### src/rtl/pipeline_pkg.sv
// Shared definitions for the pipeline sequencer: FSM states, forwarding
// select codes, the PC register number and the scoreboard slot layout.
package pipeline_pkg;

    typedef enum logic [1:0] {
        ST_RUN      = 2'b00,
        ST_LU_STALL = 2'b01,
        ST_MEM_WAIT = 2'b10
    } seq_state_t;

    localparam logic [1:0] FWD_RF    = 2'b00;
    localparam logic [1:0] FWD_EXMEM = 2'b01;
    localparam logic [1:0] FWD_MEMWB = 2'b10;
    localparam logic [1:0] FWD_WB    = 2'b11;

    localparam logic [3:0] REG_PC = 4'd15;

    typedef struct packed {
        logic       valid;
        logic [3:0] rd;
        logic       wr;
        logic       load;
        logic       mem;
    } sb_slot_t;

    localparam sb_slot_t SLOT_EMPTY = '0;

endpackage

### src/rtl/fwd_select.sv
// Operand forwarding select for one ID source register; the youngest
// writing slot wins and the PC register is always read from the regfile.
module fwd_select
    import pipeline_pkg::*;
(
    input  logic [3:0] i_src,
    input  logic       i_ex_wr,
    input  logic [3:0] i_ex_rd,
    input  logic       i_mem_wr,
    input  logic [3:0] i_mem_rd,
    input  logic       i_wb_wr,
    input  logic [3:0] i_wb_rd,
    output logic [1:0] o_sel
);

    always_comb begin
        o_sel = FWD_RF;
        if (i_src != REG_PC) begin
            if (i_ex_wr && (i_ex_rd == i_src)) begin
                o_sel = FWD_EXMEM;
            end else if (i_mem_wr && (i_mem_rd == i_src)) begin
                o_sel = FWD_MEMWB;
            end else if (i_wb_wr && (i_wb_rd == i_src)) begin
                o_sel = FWD_WB;
            end
        end
    end

endmodule

### src/rtl/pipeline_sequencer.sv
// Pipeline hazard sequencer: EX/MEM/WB scoreboard, load-use stall, branch
// flush, data-memory wait with timeout, and operand forwarding selects.
module pipeline_sequencer
    import pipeline_pkg::*;
#(
    parameter int unsigned MEM_TIMEOUT = 15
) (
    input  logic       clk,
    input  logic       reset_n,
    input  logic       id_valid,
    input  logic [3:0] id_rn,
    input  logic [3:0] id_rm,
    input  logic [3:0] id_rd,
    input  logic       id_uses_rn,
    input  logic       id_uses_rm,
    input  logic       id_rf_enable,
    input  logic       id_load_instr,
    input  logic       id_mem_enable,
    input  logic       ex_branch_taken,
    input  logic       mem_ready,
    output logic       pc_enable,
    output logic       ifid_enable,
    output logic       idex_enable,
    output logic       exmem_enable,
    output logic       ifid_flush,
    output logic       idex_bubble,
    output logic       mem_req,
    output logic [1:0] fwd_a,
    output logic [1:0] fwd_b,
    output logic       mem_err
);

    localparam int unsigned     CNT_W   = $clog2(MEM_TIMEOUT + 1);
    localparam logic [CNT_W-1:0] CNT_MAX = CNT_W'(MEM_TIMEOUT);

    seq_state_t       r_state;
    logic [CNT_W-1:0] r_wait_cnt;
    logic             r_branch_pend;
    logic             r_mem_err;
    sb_slot_t         r_ex;
    sb_slot_t         r_mem;
    sb_slot_t         r_wb;

    logic     w_mem_req;
    logic     w_timeout;
    logic     w_freeze;
    logic     w_branch;
    logic     w_rn_hit;
    logic     w_rm_hit;
    logic     w_load_use;
    sb_slot_t w_id_slot;
    logic     w_unused;

    // The cycle that reaches the timeout behaves like a mem_ready cycle:
    // the pipeline advances and mem_err is latched at its closing edge.
    assign w_mem_req  = r_mem.valid & r_mem.mem;
    assign w_timeout  = (r_state == ST_MEM_WAIT) && (r_wait_cnt >= CNT_MAX);
    assign w_freeze   = w_mem_req & ~mem_ready & ~w_timeout;
    assign w_branch   = ~w_freeze & (ex_branch_taken | r_branch_pend);
    assign w_rn_hit   = id_uses_rn && (id_rn == r_ex.rd);
    assign w_rm_hit   = id_uses_rm && (id_rm == r_ex.rd);
    assign w_load_use = ~w_freeze & ~w_branch & id_valid & r_ex.valid
                      & r_ex.load & (w_rn_hit | w_rm_hit);

    assign w_id_slot = '{valid: id_valid, rd: id_rd, wr: id_rf_enable,
                         load: id_load_instr, mem: id_mem_enable};

    assign pc_enable    = ~w_freeze & ~w_load_use;
    assign ifid_enable  = ~w_freeze & ~w_load_use;
    assign idex_enable  = ~w_freeze;
    assign exmem_enable = ~w_freeze;
    assign ifid_flush   = w_branch;
    assign idex_bubble  = w_branch | w_load_use;
    assign mem_req      = w_mem_req;
    assign mem_err      = r_mem_err;

    assign w_unused = ^{r_mem.load, r_wb.load, r_wb.mem};

    always_ff @(posedge clk or negedge reset_n) begin
        if (!reset_n) begin
            r_state       <= ST_RUN;
            r_wait_cnt    <= '0;
            r_branch_pend <= 1'b0;
            r_mem_err     <= 1'b0;
            r_ex          <= SLOT_EMPTY;
            r_mem         <= SLOT_EMPTY;
            r_wb          <= SLOT_EMPTY;
        end else if (w_freeze) begin
            r_state       <= ST_MEM_WAIT;
            r_branch_pend <= r_branch_pend | ex_branch_taken;
            if (r_state != ST_MEM_WAIT) begin
                r_wait_cnt <= CNT_W'(1);
            end else if (r_wait_cnt != CNT_MAX) begin
                r_wait_cnt <= r_wait_cnt + CNT_W'(1);
            end
        end else begin
            r_state       <= w_load_use ? ST_LU_STALL : ST_RUN;
            r_wait_cnt    <= '0;
            r_branch_pend <= 1'b0;
            if (w_timeout) begin
                r_mem_err <= 1'b1;
            end
            r_wb  <= r_mem;
            r_mem <= r_ex;
            r_ex  <= idex_bubble ? SLOT_EMPTY : w_id_slot;
        end
    end

    fwd_select u_fwd_a (
        .i_src    (id_rn),
        .i_ex_wr  (r_ex.valid & r_ex.wr),
        .i_ex_rd  (r_ex.rd),
        .i_mem_wr (r_mem.valid & r_mem.wr),
        .i_mem_rd (r_mem.rd),
        .i_wb_wr  (r_wb.valid & r_wb.wr),
        .i_wb_rd  (r_wb.rd),
        .o_sel    (fwd_a)
    );

    fwd_select u_fwd_b (
        .i_src    (id_rm),
        .i_ex_wr  (r_ex.valid & r_ex.wr),
        .i_ex_rd  (r_ex.rd),
        .i_mem_wr (r_mem.valid & r_mem.wr),
        .i_mem_rd (r_mem.rd),
        .i_wb_wr  (r_wb.valid & r_wb.wr),
        .i_wb_rd  (r_wb.rd),
        .o_sel    (fwd_b)
    );

endmodule

### config.mk
export PLATFORM = sky130hd
export DESIGN_NAME = pipeline_sequencer
export DESIGN_NICKNAME = d
export VERILOG_FILES = /design/src/rtl/pipeline_pkg.sv /design/src/rtl/fwd_select.sv /design/src/rtl/pipeline_sequencer.sv
export SDC_FILE = /design/constraint.sdc
export NUM_CORES = 1
export LEC_CHECK = 0
export CELL_PAD_IN_SITES_DETAIL_PLACEMENT = 1
export CELL_PAD_IN_SITES_GLOBAL_PLACEMENT = 1
export CORE_UTILIZATION = 36
export CTS_BUF_LIST = sky130_fd_sc_hd__clkbuf_4 sky130_fd_sc_hd__clkbuf_8
export DETAILED_ROUTE_END_ITERATION = 6
export PLACE_DENSITY = 0.77
export SETUP_SLACK_MARGIN = 0.3
export SLEW_MARGIN = 20
export SYNTH_ARGS = -nofsm -noshare
export SYNTH_HDL_FRONTEND = slang
export SYNTH_HIERARCHICAL = 1
export SYNTH_SLANG_ARGS = --single-unit
### constraint.sdc
create_clock -name clk -period 2 [get_ports clk]
set_input_delay 0.4 -clock clk [delete_from_list [all_inputs] [get_ports clk]]
set_output_delay 0.4 -clock clk [all_outputs]
set_load 0.02 [all_outputs]
==> results.txt, run 1 <==
GRT Util Overall: 0.291
Worst Path Buf+Inv: 3
Synth Area in Compound Gates: 0.113
global placer's final weighted congestion: 0.783
First-pass DRT Iterations: 6
Post-layout nets: 312
die width: 71.9 um
Final Hold Vio Count: 0
area of the core: 0.00472 mm2
Max VDD drop: 510 uV
Layout Cells excl Fill: 357
Root Driver: clkbuf_8
Final Cycle Share: 1.17
via/cell ratio: 5.45
commonest non-fill, non-tap cell in the layout: buf_4
fillcell total: 505
gr ovfl total: 0
Lkg Pwr: 1.56 nW
Reg clk slew, reported paths: 70 ps
vias in the first global route: 2,135
Total Die Area: 0.00517 mm2
first-pass GRT wire length: 11,100 um
slew margin rel.: 0.715
crit-path max cell delay: 310 ps
fin. max-slew vios: 0
CP max FO: 5
failing checks: DRC, setup timing
main combinational cell family by area after synthesis: simple AND/OR/NAND/NOR gates
worst-case clock skew: 10.2 ps
Syn Nets: 216
final instance area: 0.00316 mm2
Place WS: -902 ps
worst min-delay path category: flop to flop
critical path arrival: 1950 ps
Hold-fix buffers, CTS: 0
FF+latch count, synth: 29
wire per inst: 22.9 um
Layout area overhead: 79.5%
Post-DP Area: 0.00243 mm2
worst hold margin: 503 ps
I/O pins: 34
vias: 1,946
final core area utilization: 0.669
Post-Synth Simple-Gate Area: 0.264
syn_area_per_cell: 9.12 um2
clk_lat worst skew: 290 ps
# Max-Cap Violations: 0
Synth Instances: 193
final WL: 8170 um
register area share after synthesis: 0.412
Initial Utilization: 0.373
Detailed Place HPWL: 3860 um
mux contribution to synthesized area: 0
Routed Antenna Nets: 0
critical path class: input pin to primary output
Final Setup Violations: 10
Netlist cell types: 33
site row count: 25
Post-Syn Area: 0.00176 mm2
share of cells above drive strength 1: 0.524
CP dominant cell by count: buf_6
yosys warns: 6
Post-Synth Adder-Cell Area: 0.00711
Remaining DRCs: 2
Final min period: 2350 ps
crit path cell chain: clkdlybuf4s15_2 -> buf_6 -> xor2_1 -> nor3_1 -> nand3_1 -> a32o_2 -> buf_6
Worst Path Required: 1600 ps
PwrDens: 516 mW/mm2
Worst setup SP type: input pin
final setup margin: -346 ps
clk sinks: 29
ANT cells: 0
# placed instances: 326
status: finished, violations left
RSZ-0062 raised after global routing: yes
CTS tree: done
fmax: 0.426 GHz
cts bufs inserted: 5
Iter 0 DRT Violations: 117
worst-margin pin slew: 422 ps
Synth Area in XOR/XNOR: 0.139
IO Port Bufs: 33
CTS Buffer Depth: 2
family with the most delay on the worst path: buffers and inverters
initial antenna violation count: 0
Die Height: 71.9 um
Setup crit end kind: primary output
CP max-delay cell: nor3_1
most frequent cells in the layout: 48 x buf_4, 24 x dfrtp_1, 17 x nand2_1, 17 x buf_6, 16 x nand3_1
largest net degree at the start of global routing: 30
H-tree depth: 2
==> per-stage QoR <==
stage	TNS, ps	power, mW
3_3_place_gp	-7940	0.960
6_report	-1980	1.63
3_5_place_dp	-9020	0.972
5_1_grt	-2340	1.69
2_1_floorplan	0	0.806
4_1_cts	-1060	1.53
==> routing by layer <==
| layer | up-vias | share of wire | wire (um) | GRT usage |
|---|---|---|---|---|
| li1 | 846 | - | - | - |
| met1 | 976 | 0.39 | 3200 | 0.335 |
| met2 | 88 | 0.51 | 4180 | 0.526 |
| met3 | 36 | 0.043 | 355 | 0.0556 |
| met4 | 0 | 0.053 | 430 | 0.129 |
| met5 | - | 0 | 0 | 0 |
==> state kept, by name (all words and copies together) (netlist names) <==
register / flops
mem_err: 1
r_branch_pend: 1
r_ex: 8
r_mem: 7
r_state: 2
r_wait_cnt: 4
r_wb: 6
==> cell families after synthesis <==
kind of cell / Yosys count
AND/OR/NAND/NOR: 92
flip-flops: 29
XOR/XNOR: 28
AO/OA/AOI/OAI: 26
buffers and inverters: 17
adder cells (fa/ha/maj): 1
==> power breakdown <==
part           internal (mW)  total, mW  switching [mW]
sequential             0.619      0.671          0.0515
clock                  0.240      0.513           0.273
combinational          0.218      0.445           0.227
total                   1.08       1.63           0.552
==> path summary, 6_finish.rpt <==
path | from | endpoint | slack (ps) | cells past startpoint
worst max-delay path | id_rn[1] | fwd_a[0] | -350 | 7
worst min-delay path | mem_err$_DFFE_PN0P_ | mem_err$_DFFE_PN0P_ | 500 | 1
worst max register to register | r_wait_cnt[1]$_DFFE_PN0P_ | r_mem[3]$_DFFE_PN0N_ | 10 | 11
worst min register to register | mem_err$_DFFE_PN0P_ | mem_err$_DFFE_PN0P_ | 500 | 1
max in group asynchronous | reset_n | r_ex[7]$_DFFE_PN0N_ | 1170 | 2
min in group asynchronous | reset_n | r_wb[6]$_DFFE_PN0N_ | 510 | 2
==> what timing repair did <==
action	4_1_cts	5_1_grt
setup buffers	16	4
gates resized for setup	127	47
setup endpoints to repair	32	34
pin swaps	24	13
gates cloned	2	1
==> cell type report <==
class,count,area [um2],area share
multi-input combinational,147,1260,0.400
timing repair buffer,96,951,0.301
sequential,29,732,0.232
tap,67,83.8,0.0265
clock buffer,5,68.8,0.0218
inverter,10,42.5,0.0135
clock inverter,3,17.5,0.00554
==> cells in the mapped netlist <==
cell type,count,area (um2)
a211oi_1,3,22.5
nand3_1,18,90.1
o21ai_0,2,10.0
buf_6,5,56.3
nor3_1,4,20.0
nand2_2,1,6.26
o21a_1,1,7.51
a21o_1,1,7.51
o32ai_4,1,27.5
inv_6,1,8.76
a211o_1,1,8.76
a221o_1,2,20.0
ha_1,1,12.5
o22ai_1,3,18.8
a32o_2,2,22.5
nand2_1,42,158
buf_4,2,15.0
nand4_1,3,18.8
nor2_1,6,22.5
nor4_4,2,42.5
nand2b_1,2,12.5
a21oi_1,1,5.00
xnor2_1,13,114
and2_1,4,25.0
o31a_1,1,8.76
dfrtp_1,29,726
inv_1,7,26.3
nor3b_2,1,12.5
inv_2,2,7.51
nor2b_1,3,18.8
xor2_1,15,131
o21ai_1,8,40.0
and3_1,6,37.5
Power figures use the tool's default switching activity.
==> run 2: changes to the inputs <==
--- a/config.mk
+++ b/config.mk
@@ -5,6 +5,7 @@
 export SDC_FILE = /design/constraint.sdc
 export NUM_CORES = 1
 export LEC_CHECK = 0
+export ABC_CLOCK_PERIOD_IN_PS = 2000
 export CELL_PAD_IN_SITES_DETAIL_PLACEMENT = 1
 export CELL_PAD_IN_SITES_GLOBAL_PLACEMENT = 1
 export CORE_UTILIZATION = 36
==> results of run 2 <==
No change in the layout: final DEF, timing and power equal those of run 1.
